===== src/rtl/load_store_unit_if.sv =====
// Request/response and memory-port bundle for the load/store unit.
// The slave modport is the LSU; the master side is the datapath plus memory.
interface load_store_unit_if #(
    parameter int unsigned ADDR_W = 64
);
    logic              req_valid;
    logic              req_ready;
    logic              req_we;
    logic [1:0]        req_size;
    logic              req_unsigned;
    logic [ADDR_W-1:0] req_addr;
    logic [63:0]       req_wdata;

    logic              resp_valid;
    logic              resp_ready;
    logic [63:0]       resp_rdata;
    logic              resp_err;

    logic [ADDR_W-1:0] mem_addr;
    logic [63:0]       mem_wdata;
    logic              mem_wr;
    logic [63:0]       mem_rdata;

    logic              busy;

    modport master (
        output req_valid, req_we, req_size, req_unsigned, req_addr, req_wdata,
        output resp_ready, mem_rdata,
        input  req_ready, resp_valid, resp_rdata, resp_err,
        input  mem_addr, mem_wdata, mem_wr, busy
    );

    modport slave (
        input  req_valid, req_we, req_size, req_unsigned, req_addr, req_wdata,
        input  resp_ready, mem_rdata,
        output req_ready, resp_valid, resp_rdata, resp_err,
        output mem_addr, mem_wdata, mem_wr, busy
    );
endinterface


===== src/rtl/load_store_unit.sv =====
// Load/store unit: byte/half/word/dword accesses onto a doubleword-aligned memory
// port, with read-modify-write for sub-doubleword stores and misalignment errors.
module load_store_unit #(
    parameter int unsigned ADDR_W = 64
) (
    input  logic                  clk,
    input  logic                  rst,
    load_store_unit_if.slave      bus
);
    localparam int unsigned DATA_W = 64;

    typedef enum logic [2:0] {
        S_IDLE,
        S_RD,
        S_CAP,
        S_WR,
        S_RESP
    } state_e;

    state_e              state_q;
    logic [2:0]          off_q;
    logic [1:0]          size_q;
    logic                we_q;
    logic                uns_q;
    logic [DATA_W-1:0]   wdata_q;

    logic                ready_q;
    logic                resp_valid_q;
    logic                resp_err_q;
    logic [DATA_W-1:0]   rdata_q;
    logic [ADDR_W-1:0]   mem_addr_q;
    logic [DATA_W-1:0]   mem_wdata_q;
    logic                mem_wr_q;
    logic                busy_q;

    logic                misaligned_c;
    logic [5:0]          bit_off_c;
    logic [DATA_W-1:0]   lane_c;
    logic [DATA_W-1:0]   load_c;
    logic [DATA_W-1:0]   size_mask_c;
    logic [DATA_W-1:0]   merge_c;

    always_comb begin
        unique case (bus.req_size)
            2'd0:    misaligned_c = 1'b0;
            2'd1:    misaligned_c = bus.req_addr[0];
            2'd2:    misaligned_c = |bus.req_addr[1:0];
            default: misaligned_c = |bus.req_addr[2:0];
        endcase
    end

    // Extract/extend the load field and merge store bytes into the fetched dword.
    always_comb begin
        bit_off_c   = {off_q, 3'b000};
        lane_c      = bus.mem_rdata >> bit_off_c;
        load_c      = lane_c;
        size_mask_c = {DATA_W{1'b1}};
        unique case (size_q)
            2'd0: begin
                load_c      = uns_q ? {{(DATA_W-8){1'b0}}, lane_c[7:0]}
                                    : {{(DATA_W-8){lane_c[7]}}, lane_c[7:0]};
                size_mask_c = DATA_W'(64'h0000_0000_0000_00FF);
            end
            2'd1: begin
                load_c      = uns_q ? {{(DATA_W-16){1'b0}}, lane_c[15:0]}
                                    : {{(DATA_W-16){lane_c[15]}}, lane_c[15:0]};
                size_mask_c = DATA_W'(64'h0000_0000_0000_FFFF);
            end
            2'd2: begin
                load_c      = uns_q ? {{(DATA_W-32){1'b0}}, lane_c[31:0]}
                                    : {{(DATA_W-32){lane_c[31]}}, lane_c[31:0]};
                size_mask_c = DATA_W'(64'h0000_0000_FFFF_FFFF);
            end
            default: begin
                load_c      = lane_c;
                size_mask_c = {DATA_W{1'b1}};
            end
        endcase
        merge_c = (bus.mem_rdata & ~(size_mask_c << bit_off_c))
                | ((wdata_q & size_mask_c) << bit_off_c);
    end

    always_ff @(posedge clk or negedge rst) begin
        if (!rst) begin
            state_q      <= S_IDLE;
            off_q        <= 3'd0;
            size_q       <= 2'd0;
            we_q         <= 1'b0;
            uns_q        <= 1'b0;
            wdata_q      <= '0;
            ready_q      <= 1'b0;
            resp_valid_q <= 1'b0;
            resp_err_q   <= 1'b0;
            rdata_q      <= '0;
            mem_addr_q   <= '0;
            mem_wdata_q  <= '0;
            mem_wr_q     <= 1'b0;
            busy_q       <= 1'b0;
        end else begin
            unique case (state_q)
                S_IDLE: begin
                    ready_q <= 1'b1;
                    if (ready_q && bus.req_valid) begin
                        ready_q <= 1'b0;
                        busy_q  <= 1'b1;
                        off_q   <= bus.req_addr[2:0];
                        size_q  <= bus.req_size;
                        we_q    <= bus.req_we;
                        uns_q   <= bus.req_unsigned;
                        wdata_q <= bus.req_wdata;
                        if (misaligned_c) begin
                            state_q      <= S_RESP;
                            resp_valid_q <= 1'b1;
                            resp_err_q   <= 1'b1;
                        end else begin
                            mem_addr_q <= {bus.req_addr[ADDR_W-1:3], 3'b000};
                            if (bus.req_we && (bus.req_size == 2'd3)) begin
                                state_q     <= S_WR;
                                mem_wr_q    <= 1'b1;
                                mem_wdata_q <= bus.req_wdata;
                            end else begin
                                state_q <= S_RD;
                            end
                        end
                    end
                end
                S_RD: state_q <= S_CAP;
                S_CAP: begin
                    if (we_q) begin
                        state_q     <= S_WR;
                        mem_wr_q    <= 1'b1;
                        mem_wdata_q <= merge_c;
                    end else begin
                        state_q      <= S_RESP;
                        resp_valid_q <= 1'b1;
                        rdata_q      <= load_c;
                    end
                end
                S_WR: begin
                    state_q      <= S_RESP;
                    mem_wr_q     <= 1'b0;
                    resp_valid_q <= 1'b1;
                end
                S_RESP: begin
                    if (bus.resp_ready) begin
                        state_q      <= S_IDLE;
                        ready_q      <= 1'b1;
                        busy_q       <= 1'b0;
                        resp_valid_q <= 1'b0;
                        resp_err_q   <= 1'b0;
                        rdata_q      <= '0;
                        mem_addr_q   <= '0;
                        mem_wdata_q  <= '0;
                    end
                end
                default: state_q <= S_IDLE;
            endcase
        end
    end

    assign bus.req_ready  = ready_q;
    assign bus.resp_valid = resp_valid_q;
    assign bus.resp_err   = resp_err_q;
    assign bus.resp_rdata = rdata_q;
    assign bus.mem_addr   = mem_addr_q;
    assign bus.mem_wdata  = mem_wdata_q;
    assign bus.mem_wr     = mem_wr_q;
    assign bus.busy       = busy_q;

endmodule


===== src/flat_wrapper.sv =====
// flat-port wrapper written by rule: the top's interface ports become plain ports
module load_store_unit_flat 
#(
    parameter int unsigned ADDR_W = 64
)
  (clk, rst, bus_req_valid, bus_req_we, bus_req_size, bus_req_unsigned, bus_req_addr, bus_req_wdata, bus_resp_ready, bus_mem_rdata, bus_req_ready, bus_resp_valid, bus_resp_rdata, bus_resp_err, bus_mem_addr, bus_mem_wdata, bus_mem_wr, bus_busy);
  load_store_unit_if #(.ADDR_W(ADDR_W)) bus_i ();
  input  logic clk;
  input  logic rst;
  input wire logic [$bits(bus_i.req_valid)-1:0] bus_req_valid;
  input wire logic [$bits(bus_i.req_we)-1:0] bus_req_we;
  input wire logic [$bits(bus_i.req_size)-1:0] bus_req_size;
  input wire logic [$bits(bus_i.req_unsigned)-1:0] bus_req_unsigned;
  input wire logic [$bits(bus_i.req_addr)-1:0] bus_req_addr;
  input wire logic [$bits(bus_i.req_wdata)-1:0] bus_req_wdata;
  input wire logic [$bits(bus_i.resp_ready)-1:0] bus_resp_ready;
  input wire logic [$bits(bus_i.mem_rdata)-1:0] bus_mem_rdata;
  output wire logic [$bits(bus_i.req_ready)-1:0] bus_req_ready;
  output wire logic [$bits(bus_i.resp_valid)-1:0] bus_resp_valid;
  output wire logic [$bits(bus_i.resp_rdata)-1:0] bus_resp_rdata;
  output wire logic [$bits(bus_i.resp_err)-1:0] bus_resp_err;
  output wire logic [$bits(bus_i.mem_addr)-1:0] bus_mem_addr;
  output wire logic [$bits(bus_i.mem_wdata)-1:0] bus_mem_wdata;
  output wire logic [$bits(bus_i.mem_wr)-1:0] bus_mem_wr;
  output wire logic [$bits(bus_i.busy)-1:0] bus_busy;
  assign bus_i.req_valid = bus_req_valid;
  assign bus_i.req_we = bus_req_we;
  assign bus_i.req_size = bus_req_size;
  assign bus_i.req_unsigned = bus_req_unsigned;
  assign bus_i.req_addr = bus_req_addr;
  assign bus_i.req_wdata = bus_req_wdata;
  assign bus_i.resp_ready = bus_resp_ready;
  assign bus_i.mem_rdata = bus_mem_rdata;
  assign bus_req_ready = bus_i.req_ready;
  assign bus_resp_valid = bus_i.resp_valid;
  assign bus_resp_rdata = bus_i.resp_rdata;
  assign bus_resp_err = bus_i.resp_err;
  assign bus_mem_addr = bus_i.mem_addr;
  assign bus_mem_wdata = bus_i.mem_wdata;
  assign bus_mem_wr = bus_i.mem_wr;
  assign bus_busy = bus_i.busy;
  load_store_unit #(.ADDR_W(ADDR_W)) u_core (.clk(clk), .rst(rst), .bus(bus_i));
endmodule

===== config.mk =====
export PLATFORM = sky130hd
export DESIGN_NAME = load_store_unit_flat
export DESIGN_NICKNAME = d
export VERILOG_FILES = /design/src/rtl/load_store_unit_if.sv /design/src/rtl/load_store_unit.sv /design/src/flat_wrapper.sv
export SDC_FILE = /design/constraint.sdc
export NUM_CORES = 1
export LEC_CHECK = 0
export ABC_AREA = 1
export CORE_MARGIN = 2
export CORE_UTILIZATION = 50
export CTS_BUF_LIST = sky130_fd_sc_hd__clkbuf_4
export CTS_CLUSTER_DIAMETER = 30
export CTS_CLUSTER_SIZE = 10
export DETAILED_ROUTE_END_ITERATION = 8
export PLACE_DENSITY = 0.83
export RECOVER_POWER = 25
export REMOVE_ABC_BUFFERS = 1
export SYNTH_ARGS = -nofsm -noshare
export SYNTH_HDL_FRONTEND = slang
export SYNTH_SLANG_ARGS = --single-unit

===== constraint.sdc =====
create_clock -name clk -period 2.4 [get_ports clk]
set_input_delay 0.36 -clock clk [delete_from_list [all_inputs] [get_ports clk]]
set_output_delay 0.36 -clock clk [all_outputs]
set_load 0.05 [all_outputs]

; Yosys cells after proc, flatten, opt, wreduce, memory -nomap -nowiden
; Index checks and enable logic that the tools add are counted.
[totals]
inputBits = 200
output_inout_bits = 197
ff_bits = 271
word_cells = 98
[op_classes]
reduce_logical = 22
n_mux = 39
eq_ne = 16
shift = 3
bitwise_logic = 4
[op_table]
columns = cell, count
row1 = 2-to-1 mux 64 bit, 11
row2 = case mux 64 bit (3 select lines), 3
row3 = case mux 64 bit (2 select lines), 2
row4 = bitwise AND 64 bit, 2
row5 = left shift 64 x 6 -> 64 bit, 2
row6 = inverter 64 bit, 1
row7 = OR 64 bit, 1
row8 = >> shifter 64 x 6 -> 64 bit, 1
row9 = case mux 3 bit (5 select lines), 1
row10 = 2-to-1 mux 3 bit, 4
row11 = 2-to-1 mux 1 bit, 11
row12 = AND reduction 5 bit, 2
row13 = != test 2 x 1 -> 1 bit (second input constant), 4
row14 = AND reduction 4 bit, 2
row15 = equality test 2 bit (second input constant), 3
row16 = equality test 3 x 2 -> 1 bit (second input constant), 2
row17 = != test 2 bit (second input constant), 3
row18 = case mux 1 bit (2 select lines), 3
row19 = case mux 1 bit (3 select lines), 2
row20 = AND reduction 2 bit, 3
row21 = AND reduction 3 bit, 2
row22 = AND reduction 6 bit, 1
row23 = nonzero test 3 bit, 2
row24 = equality test 2 x 1 -> 1 bit (second input constant), 2
row25 = 11 further kinds, 14

; Logic depth before layout (Yosys ltp)
; Gate-level depths: netlist (run 1).
[depth]
ltp_word = 8
depth_mapped = 13

; Worst setup path after synthesis (run 1)
; Ideal clock, no wire load.
[synth_path]
path_kind = register to register
start = register u_core.ready_q, in the netlist u_core.bus.req_ready
end = register u_core.mem_addr_q[43], in the netlist u_core.bus.mem_addr[43]
arrival_ns = 1.591
n_path_buf = 2
required_ns = 2.279
stages_incl_launch_ff = 6
path_slack_ns = 0.687
cell_sequence = dfrtp_1 nand3_1 a21oi_2 buf_4 buf_2 o21ai_1
[synth_between]
elab_chain_len = 3
[synth_rtl]
columns = item, line_no
row1 = start: declaration, load_store_unit.sv:27  ; logic ready_q;
row2 = start signal: assignment, load_store_unit.sv:91  ; ready_q <= 1'b0;
row3 = start signal: assignment, load_store_unit.sv:102  ; ready_q <= 1'b1;
row4 = start signal: assignment, load_store_unit.sv:104  ; ready_q <= 1'b0;
row5 = logical AND 1 bit, load_store_unit.sv:103  ; if (ready_q && bus.req_valid) begin
row6 = != test 2 x 1 -> 1 bit (no line), n/a
row7 = AND reduction 4 bit (no line), n/a
row8 = end signal: assignment, load_store_unit.sv:116  ; mem_addr_q <= {bus.req_addr[ADDR_W-1:3], 3'b000};
row9 = end: declaration, load_store_unit.sv:31  ; logic [ADDR_W-1:0] mem_addr_q;
; No other way between the ends.
; A chain may end at the register's enable or synchronous reset.

; Worst setup path in the final report (run 1)
[layout_path]
start = register u_core.size_q[1]
end = register u_core.mem_wdata_q[12], in the netlist u_core.bus.mem_wdata[12]
[layout_between]
elab_chain_len = 8
word_cells_on_any_way = 12
[layout_rtl]
columns = item, line_no
row1 = start: declaration, load_store_unit.sv:22  ; logic [1:0] size_q;
row2 = start signal: assignment, load_store_unit.sv:107  ; size_q <= bus.req_size;
row3 = equality test 2 bit (tied with other cells), load_store_unit.sv:58  ; unique case (size_q)
row4 = case mux 64 bit (3 select lines) *, load_store_unit.sv:58
row5 = left shift 64 x 6 -> 64 bit, load_store_unit.sv:79  ; merge_c = (bus.mem_rdata & ~(size_mask_c << bit_off_c))
row6 = inverter 64 bit, load_store_unit.sv:79
row7 = bitwise AND 64 bit, load_store_unit.sv:79
row8 = OR 64 bit *, load_store_unit.sv:80  ; | ((wdata_q & size_mask_c) << bit_off_c);
row9 = 2-to-1 mux 64 bit *, load_store_unit.sv:129  ; if (we_q) begin
row10 = case mux 64 bit (3 select lines) *, load_store_unit.sv:100  ; unique case (state_q)
row11 = end signal: assignment, load_store_unit.sv:120  ; mem_wdata_q <= bus.req_wdata;
row12 = end signal: assignment, load_store_unit.sv:132  ; mem_wdata_q <= merge_c;
row13 = end: declaration, load_store_unit.sv:32  ; logic [DATA_W-1:0] mem_wdata_q;
; Every way passes the cells marked *; elsewhere a longest branch is shown, timed or not. The select of a mux whose other input is x is not followed.

==> reports/results.txt, run 1 <==
Clock sinks - 268
Post-synth EDFFs - 0
Root Buffer - clkbuf_4
Routed via count - 17.9k
Clk buf depth - 3
Core Box Area - 30700 um^2
CP Cell Sequence - clkinv_1 -> nand2_1 -> nor2_1 -> nor3_2 -> o21ai_0 -> nand2_1 -> a21oi_1
Antenna Violating Nets Remaining - 0
Fin worst setup slack - -0.0445 ns
IO Count - 397
Primary FF master, synth - dfrtp_1
Initial Util - 51.0%
Synth Register Bits - 268
Syn Area/Cell - 6.88 um^2
Max Clk Rate - 0.409 GHz
Buffers on Ports - 393
Cell count after synthesis - 2280
Async set or reset register ratio after synthesis - 100%
Tot Pwr - 35.0 mW
Synth area leader - dfrtp_1
Clk Latency, worst-skew pair - 0.71 ns
Layout fillers - 2607
Sequential area share after synthesis - 42.7%
Max Clock Skew - 0.0620 ns
Inserted Clock Buffers - 66
Post-Layout Cell Count - 3111
Yosys top cell area share - 42.7%
Die width - 181 um
CP Launch Type - register
Leakage power - 10.1 nW
Placed insts - 2984
DR vias/cell - 5.74
Synthesis Warnings - 0
DPL Wire Length - 42.5 mm
RD Place Congestion - 0.943
Final period util - 102%
Layout cell share with drive strength beyond 1 - 8.71%
CTS tree - yes
Syn-to-layout area delta - 35.6%
Worst Path Max Fanout - 8
Congestion Overflow GR - 0
Initial DRC count - 2393
First-pass GRT wire length - 95.1 mm
Number of global-route vias before repair - 17.5k
CP Class - reg2reg
Die Ht - 181 um
Post-Place Setup Slack - -0.330 ns
Max_cap viols - 0
CP peak stage delay - 1.01 ns
Crit path required time - 2.99 ns
Worst vdd ir - 980 uV
Top cells by area, synth - dfrtp_1 43%, nand2_1 16%, nand3_1 13%
Netlist cell types - 37
Worst-Margin Slew - 1.33 ns
Power Dens Cells - 1650 nW/um^2
Tmin final - 2.44 ns
Clock transition at the registers of the reported paths - 0.08 ns
Initial antenna violation count - 4
Routed len/inst - 19.7 um
Arr. time, crit path - 3.04 ns
Max Slew Vio Count - 0
Max_slew headroom - 10.8%
Die area - 32800 um^2
Hold/Removal Path Class - in2async
Most frequent CP cell - nand2_1
Std-Cell Rows - 64
Maximum number of pins on one net before global-route repair - 139
# H-tree levels - 3
Worst setup EP type - register
NumNets Final - 2858
Fin. Hold Viols - 0
Violated checks - design-rule violations, negative setup slack
Final setup viols - 2
# DRC - 2
Hold Slack - 0.205 ns
Final WL - 61.2 mm
Crit path max-delay cell type - nor3_2
DRT Pass-1 Iters - 9
Cell Area, Synth - 15700 um^2
Status - finished, violations left
Total GRT Usage - 36.7%
-- power breakdown --
group / total (mW) / internal [mW] / switching [mW] / leakage [nW]
combinational: 21.7 / 6.57 / 15.2 / 6.16
sequential: 7.96 / 6.51 / 1.45 / 3.36
clock: 5.32 / 3.14 / 2.18 / 0.629
total: 35.0 / 16.2 / 18.8 / 10.1
-- layout make-up --
type                       instances  area (um^2)  area share, %
multi-input combinational       1669         7520           35.4
sequential                       268         6720           31.6
timing repair buffer             470         4660           21.9
inverter                         183          692           3.25
clock buffer                      78          586           2.75
clock inverter                    43          582           2.74
tap                              396          495           2.33
antenna                            4         10.0         0.0471
-- metrics by stage --
stage | utilization (%) | TNS, ns | cell area (um^2)
2_1_floorplan | - | -600.92 | 14900
3_3_place_gp | 65.4 | -6.27 | 20100
3_5_place_dp | 65.4 | -15.10 | 20100
4_1_cts | 69.2 | 0 | 21300
5_1_grt | 69.1 | -0.0262 | 21300
6_report | 69.2 | -0.0501 | 21300
-- routing by layer --
metal  track usage, %  vias up  wire (um)
li1                 -     8208          -
met5                0        -         11
met4             19.7        2       3330
met2             57.4     1130      27600
met3             11.6      240       7230
met1             45.5     8290      23100
-- synthesized netlist by cell type, types with 2 or more instances --
library cell  instances
buf_6                15
a22oi_1              19
a21oi_1              97
o21ai_1              29
nor2_4                4
buf_4                11
clkbuf_1             63
o2111ai_1             3
inv_1               171
a31oi_1               3
dfrtp_1             268
o31ai_1               2
nand3_1             395
mux2_2                3
nand2_2               4
nand2_1             662
inv_2                10
o211ai_1              2
buf_2                52
nand3_2               4
or2_2                 2
o21ai_0             207
nor2_1              214
buf_1                22
o221ai_1              6
-- cell families (layout without fill, tap and decap cells) --
| family | count (synthesis) | after routing | synth area share [%] |
|---|---|---|---|
| and+or+nand+nor | 1291 | 1291 | 34.8 |
| AOI/OAI and AO/OA | 371 | 372 | 12.5 |
| buffers and inverters | 346 | 774 | 9.71 |
| DFF | 268 | 268 | 42.7 |
| muxes | 3 | 3 | 0.215 |
| other | 1 | 7 | 0.0239 |
-- critical path: cells and delay by family (launching register included) --
family / cells / cell delay (ns)
compound gates: 2 / 0.39
buf+inv: 1 / 0.13
flops: 1 / 0.51
simple gates: 4 / 1.34
-- layout by cell type (no fill, tap or decap), types with 2 or more instances in the layout --
master           Yosys  routed
dfrtp_1            268     265
a31oi_1              3       3
buf_12               0      12
nor2_2               0       2
nand3_2              4       5
clkbuf_4             0      78
bufinv_16            0      14
o31ai_1              2       2
o21ai_1             29      29
nand2_2              4       5
o211ai_1             2       2
a22oi_1             19      19
nand2_1            662     661
o221ai_1             6       6
diode_2              0       4
o2111ai_1            3       3
inv_1              171     168
inv_2               10      15
conb_1               1       3
nor2_4               4       6
clkinv_2             0       9
clkinvlp_4           0       7
clkinv_1             1       9
nor2_1             214     210
nand3_1            395     393
clkinv_4             0       3
clkbuf_2             0       3
buf_4               11      59
clkdlybuf4s50_1      0     390
o21ai_0            207     207
mux2_2               3       3
a21oi_1             97      97
or2_2                2       2
dfrtp_4              0       2
nand3_4              1       2
-- what timing repair did --
action / in CTS / in global routing
resized for setup: 2 / 4
endpoints found under the setup margin: 35 / 60
cloned: 1 / 0
setup buffers: 0 / 0
pin swaps: 1 / 0
hold buffers: 1 / 0
hold endpoints to repair: 62 / 0
-- worst paths after layout --
check | end | start | slack [ns] | depth (start not counted)
setup / recovery | u_core.bus.mem_wdata[12]$_DFFE_PN0P_ | u_core.size_q[1]$_DFFE_PN0P_ | -0.04 | 7
min in group clk | u_core.bus.mem_addr[62]$_DFFE_PN0P_ | bus_req_addr[62] | 0.22 | 3
hold reg to reg | u_core.bus.resp_rdata[43]$_DFFE_PN0P_ | u_core.bus.resp_rdata[43]$_DFFE_PN0P_ | 0.49 | 2
max in group asynchronous | u_core.bus.resp_rdata[26]$_DFFE_PN0P_ | rst | 0.56 | 3
hold / removal | u_core.bus.mem_addr[13]$_DFFE_PN0P_ | rst | 0.21 | 2
setup reg to reg | u_core.bus.mem_wdata[12]$_DFFE_PN0P_ | u_core.size_q[1]$_DFFE_PN0P_ | -0.04 | 7
-- registers in the layout, summed over array words and instances (netlist names) --
name	count
u_core.bus.mem_wdata	64
u_core.we_q	1
u_core.bus.req_ready	1
u_core.uns_q	1
u_core.off_q	3
u_core.bus.resp_rdata	64
u_core.bus.mem_wr	1
u_core.bus.busy	1
u_core.size_q	2
u_core.bus.resp_valid	1
u_core.wdata_q	64
u_core.bus.resp_err	1
u_core.state_q	3
u_core.bus.mem_addr	61
(Power assumes the default switching activity.)
==> run 2, diff against run 1 <==
--- a/config.mk
+++ b/config.mk
@@ -12,7 +12,8 @@
 export CTS_CLUSTER_DIAMETER = 30
 export CTS_CLUSTER_SIZE = 10
 export DETAILED_ROUTE_END_ITERATION = 8
-export PLACE_DENSITY = 0.83
+export DONT_BUFFER_PORTS = 1
+export PLACE_DENSITY = 0.67
 export RECOVER_POWER = 25
 export REMOVE_ABC_BUFFERS = 1
 export SYNTH_ARGS = -nofsm -noshare
==> run 2 against run 1 <==
Effect of this change: the run ends with negative hold slack left; critical path depth increased by 1; clock power is 14% lower; clock-buffer cell count shrank 17; sequential cell count is the same; critical path type unchanged; largest cell class unchanged.
==> reports/results.txt, run 2 (same netlist as run 1, synthesis figures left out) <==
Status - finished, violations left
Violated checks - negative hold slack
Die area - 32800 um^2
RD Place Congestion - 0.928
First-pass GRT wire length - 94.3 mm
Fin. Hold Viols - 268
CP Cell Sequence - clkinv_2 -> buf_12 -> nand2_1 -> nand3_1 -> nand3_1 -> nand3_1 -> nand2_1 -> a21oi_1
CTS tree - yes
Commonest non-fill, non-tap cell in the layout - nand2_1
Crit path required time - 3.05 ns
Clock transition at the registers of the reported paths - 0.09 ns
Routed via count - 16.9k
FF-to-FF Start - u_core.off_q[1]$_DFFE_PN0P_
Final WL - 61.7 mm
Initial antenna violation count - 4
Core Box Area - 30700 um^2
Layout cell share with drive strength beyond 1 - 8.45%
Worst setup EP type - register
Root Buffer - clkbuf_4
GR peak layer - met2
Tot Pwr - 31.5 mW
Total GRT Usage - 36.8%
# H-tree levels - 2
Max Slew Vio Count - 0
Max_slew headroom - 21.8%
Number of global-route vias before repair - 16.4k
Hold Slack - -0.745 ns
Initial Util - 51.0%
Congestion Overflow GR - 0
Routed len/inst - 21.4 um
Crit path max-delay cell type - nand3_1
Clk buf depth - 3
CP startpoint - u_core.off_q[1]$_DFFE_PN0P_
Max Clock Skew - 0.0507 ns
Die Ht - 181 um
Met2 GRT Util - 56.2%
CP peak stage delay - 0.60 ns
Buffers on Ports - 0
DRT Pass-1 Iters - 6
CTS Hold Bufs - 196
Maximum number of pins on one net before global-route repair - 269
Worst Path Max Fanout - 47
Post-CTS Setup Bufs - 0
Met3 usage in global routing - 12.3%
Initial DRC count - 2097
Final setup TNS - 0 ns
Most frequent CP cell - nand3_1
IO Count - 397
Hold/Removal Path Class - in2async
Arr. time, crit path - 2.94 ns
Worst-Margin Slew - 1.17 ns
Std-Cell Rows - 64
Most frequent cells in the layout - 660 x nand2_1, 393 x nand3_1, 265 x dfrtp_1, 212 x nor2_1, 207 x o21ai_0
Tmin final - 2.29 ns
CP Class - reg2reg
Final setup viols - 0
Worst vdd ir - 1430 uV
Inserted Clock Buffers - 59
Clock sinks - 268
Die width - 181 um
M1 GR Usage - 48.0%
# DRC - 0
DPL Wire Length - 39.5 mm
NumNets Final - 2635
Max Clk Rate - 0.437 GHz
Antenna Violating Nets Remaining - 0
RSZ-0062 raised after global routing - no
Leakage power - 9.21 nW
DR vias/cell - 5.86
Power Dens Cells - 1670 nW/um^2
Layout fillers - 2893
CP Launch Type - register
Clk Latency, worst-skew pair - 0.79 ns
Max_cap viols - 0
Syn-to-layout area delta - 20.6%
Final period util - 95.4%
[run 2: changes by cell type in the layout (fill, tap and decap cells not counted), moves of 3 or more]
cell	before	now
clkbuf_4	78	61
buf_12	12	7
inv_2	15	12
clkdlybuf4s50_1	390	0
inv_6	1	10
dlygate4sd3_1	1	196
buf_4	59	51
clkinv_4	3	6
clkbuf_2	3	0
clkinvlp_4	7	14
bufinv_16	14	8
[run 2: layout make-up]
class | count | area (um^2) | share of cell area [%]
repair buffers | 255 | 2500 | 13.2
flip-flops and latches | 268 | 6720 | 35.5
clock inverters | 51 | 539 | 2.85
multi-input cells | 1668 | 7510 | 39.7
clock buffers | 61 | 458 | 2.42
inverters | 183 | 693 | 3.66
well taps | 396 | 495 | 2.62
diodes | 4 | 10.0 | 0.0529
[run 2: path summary, 6_finish.rpt]
| check | depth (start not counted) | endpoint | slack [ns] |
|---|---|---|---|
| setup / recovery | 8 | u_core.bus.mem_wdata[49]$_DFFE_PN0P_ | 0.11 |
| hold / removal | 0 | u_core.bus.mem_addr[56]$_DFFE_PN0P_ | -0.74 |
| setup reg to reg | 8 | u_core.bus.mem_wdata[49]$_DFFE_PN0P_ | 0.11 |
| hold reg to reg | 2 | u_core.wdata_q[61]$_DFFE_PN0P_ | 0.50 |
| max in group asynchronous | 0 | u_core.wdata_q[39]$_DFFE_PN0P_ | 2.71 |
| min in group clk | 5 | u_core.bus.resp_rdata[7]$_DFFE_PN0P_ | 0.03 |
[run 2: critical path: cells and delay by family (launching register included)]
kind | cells | cell delay (ns)
and+or+nand+nor | 5 | 1.23
DFF | 1 | 0.39
buffers and inverters | 2 | 0.47
AOI/OAI and AO/OA | 1 | 0.07
[run 2: what timing repair did]
action | CTS | global route
gates resized for setup | 0 | 2
endpoints found under the setup margin | 0 | 5
hold endpoints to repair | 510 | 268
[run 2: through the flow]
stage | cells | hold slack [ns] | worst slack (ns) | utilization, % | instance area [um^2]
4_1_cts | 2882 | -0.787 | 0.185 | 61.5 | 18900
3_5_place_dp | 2574 | 0.0699 | 0.200 | 51.8 | 15900
3_3_place_gp | 2574 | 0.0722 | 0.227 | 51.8 | 15900
5_1_grt | 2885 | -0.787 | 0.0668 | 61.5 | 18900
6_report | 2886 | -0.745 | 0.111 | 61.5 | 18900
2_1_floorplan | 2119 | 0.0644 | -4.08 | - | 14900
[run 2: where the power goes]
part           switching (mW)  internal (mW)  leakage, nW
Clock                    2.31           2.27        0.502
Combinational            9.90           4.26         5.35
Sequential               6.35           6.41         3.36
Total                    18.6           12.9         9.21
[run 2: layer usage]
metal / vias up / routed length [um]
met5: - / 13
met4: 2 / 2650
met3: 181 / 8060
met2: 1075 / 27300
met1: 7895 / 23700
li1: 7762 / -
==> run 3, diff against run 2 <==
--- a/config.mk
+++ b/config.mk
@@ -13,9 +13,11 @@
 export CTS_CLUSTER_SIZE = 10
 export DETAILED_ROUTE_END_ITERATION = 8
 export DONT_BUFFER_PORTS = 1
+export GPL_ROUTABILITY_DRIVEN = 0
 export PLACE_DENSITY = 0.67
 export RECOVER_POWER = 25
 export REMOVE_ABC_BUFFERS = 1
+export SLEW_MARGIN = 20
 export SYNTH_ARGS = -nofsm -noshare
 export SYNTH_HDL_FRONTEND = slang
 export SYNTH_SLANG_ARGS = --single-unit
==> run 3 against run 2 <==
Effect of this change: the run still ends with negative hold slack left; global-route usage is 0.64 points lower; combinational power hardly changed; non-clock buffer count is 1 higher; wire length is 2.4% lower; clock skew is 0.013 ns lower; total power is 1.2% higher; sequential power hardly changed; via count is 0.64% higher; worst setup slack better by 0.041 ns.
==> reports/results.txt, run 3 (same netlist as run 1, synthesis figures left out) <==
Core Box Area - 30700 um^2
Clock transition at the registers of the reported paths - 0.08 ns
Initial DRC count - 2243
Crit path required time - 3.00 ns
Initial antenna violation count - 1
Tmin final - 2.25 ns
CTS Hold Bufs - 194
Die Ht - 181 um
CTS tree - yes
First-pass GRT wire length - 92.9 mm
Inserted Clock Buffers - 67
Clock sinks - 268
DPL Wire Length - 38.7 mm
Post-route cell area - 19000 um^2
Commonest non-fill, non-tap cell in the layout - nand2_1
Std-Cell Rows - 64
Routed len/inst - 20.8 um
CP Launch Type - register
Final period util - 93.7%
Syn-to-layout area delta - 21.4%
Power Dens Cells - 1670 nW/um^2
Max Clock Skew - 0.0379 ns
Number of global-route vias before repair - 16.3k
Initial Util - 51.0%
Die area - 32800 um^2
Total GRT Usage - 36.2%
Max_slew headroom - 25.9%
Tot Pwr - 31.9 mW
Buffers on Ports - 0
# DRC - 0
Layout cell share with drive strength beyond 1 - 8.85%
Max Clk Rate - 0.445 GHz
Worst Path Max Fanout - 18
Hold/Removal Path Class - in2async
Root Buffer - clkbuf_4
Worst vdd ir - 1810 uV
RSZ-0062 raised after global routing - no
IO Count - 397
Die width - 181 um
Max_cap viols - 0
Register area - 6720 um^2
DRT Pass-1 Iters - 7
Hold Slack - -0.656 ns
Post-layout util - 61.9%
Arr. time, crit path - 2.85 ns
Violated checks - negative hold slack
# H-tree levels - 3
Status - finished, violations left
Post-CTS Setup Bufs - 0
Antenna Violating Nets Remaining - 0
NumNets Final - 2644
Most frequent cells in the layout - 661 x nand2_1, 393 x nand3_1, 265 x dfrtp_1, 212 x nor2_1, 207 x o21ai_0
Footprint of the multi-input gates - 7500 um^2
Leakage power - 9.30 nW
Fin. Hold Viols - 268
Post-cts sizing count - 0
Clk buf depth - 3
Max Slew Vio Count - 0
Clk Latency, worst-skew pair - 0.73 ns
Worst-Margin Slew - 1.11 ns
Congestion Overflow GR - 0
Routed via count - 17.0k
Worst setup EP type - register
Post-place instance area - 16000 um^2
DR vias/cell - 5.88
Maximum number of pins on one net before global-route repair - 269
Layout fillers - 2842
Final setup viols - 0
CP Class - reg2reg
Final WL - 60.2 mm
-- run 3: worst paths after layout --
| kind | to | cells past startpoint | startpoint | slack, ns |
|---|---|---|---|---|
| max reg2reg | u_core.bus.mem_wdata[54]$_DFFE_PN0P_ | 8 | u_core.off_q[1]$_DFFE_PN0P_ | 0.15 |
| min reg2reg | u_core.wdata_q[53]$_DFFE_PN0P_ | 2 | u_core.wdata_q[53]$_DFFE_PN0P_ | 0.50 |
| min in group clk | u_core.bus.resp_rdata[43]$_DFFE_PN0P_ | 4 | bus_mem_rdata[59] | 0.03 |
| min | u_core.bus.busy$_DFFE_PN0P_ | 0 | rst | -0.66 |
| max | u_core.bus.mem_wdata[54]$_DFFE_PN0P_ | 8 | u_core.off_q[1]$_DFFE_PN0P_ | 0.15 |
| max in group asynchronous | u_core.wdata_q[55]$_DFFE_PN0P_ | 0 | rst | 2.63 |
-- run 3: final cells by class --
type,instances,area share (%)
antenna,1,0.0131
clock buffer,77,3.04
clock inverter,45,2.86
inverter,183,3.64
multi-input combinational,1668,39.4
sequential,268,35.3
tap,396,2.60
timing repair buffer,256,13.2
-- run 3: critical path: stages (launching register included) --
cell and delay [ns]:
dfrtp_2 0.40, clkinv_2 0.23, buf_4 0.28, nand2_1 0.10, nand3_1 0.51, nand3_1 0.34, nand3_1 0.11, nand2_1 0.08
a21oi_1 0.07
-- run 3: metal layers --
metal  track usage, %  vias to the layer above  routed length, um
li1                 -                     7778                  -
met1             47.2                     7825              23000
met2             54.3                     1206              25900
met3             12.1                      214               8270
met4             17.2                        0               3000
met5                0                        -                  0
-- run 3: stage by stage --
step                      hold WS (ns)  worst slack [ns]  instances  TNS (ns)
after floorplan                 0.0644             -4.08       2119   -600.92
final                           -0.656             0.152       2894         0
after detailed placement        0.0719             0.299       2577         0
after global placement          0.0723             0.307       2577         0
after CTS                       -0.710             0.261       2893         0
after global routing            -0.688            0.0663       2894         0
-- run 3: report_power, final --
group / internal (mW) / switching (mW)
clock: 2.84 / 2.27
combinational: 4.30 / 9.68
sequential: 6.41 / 6.38
total: 13.5 / 18.3
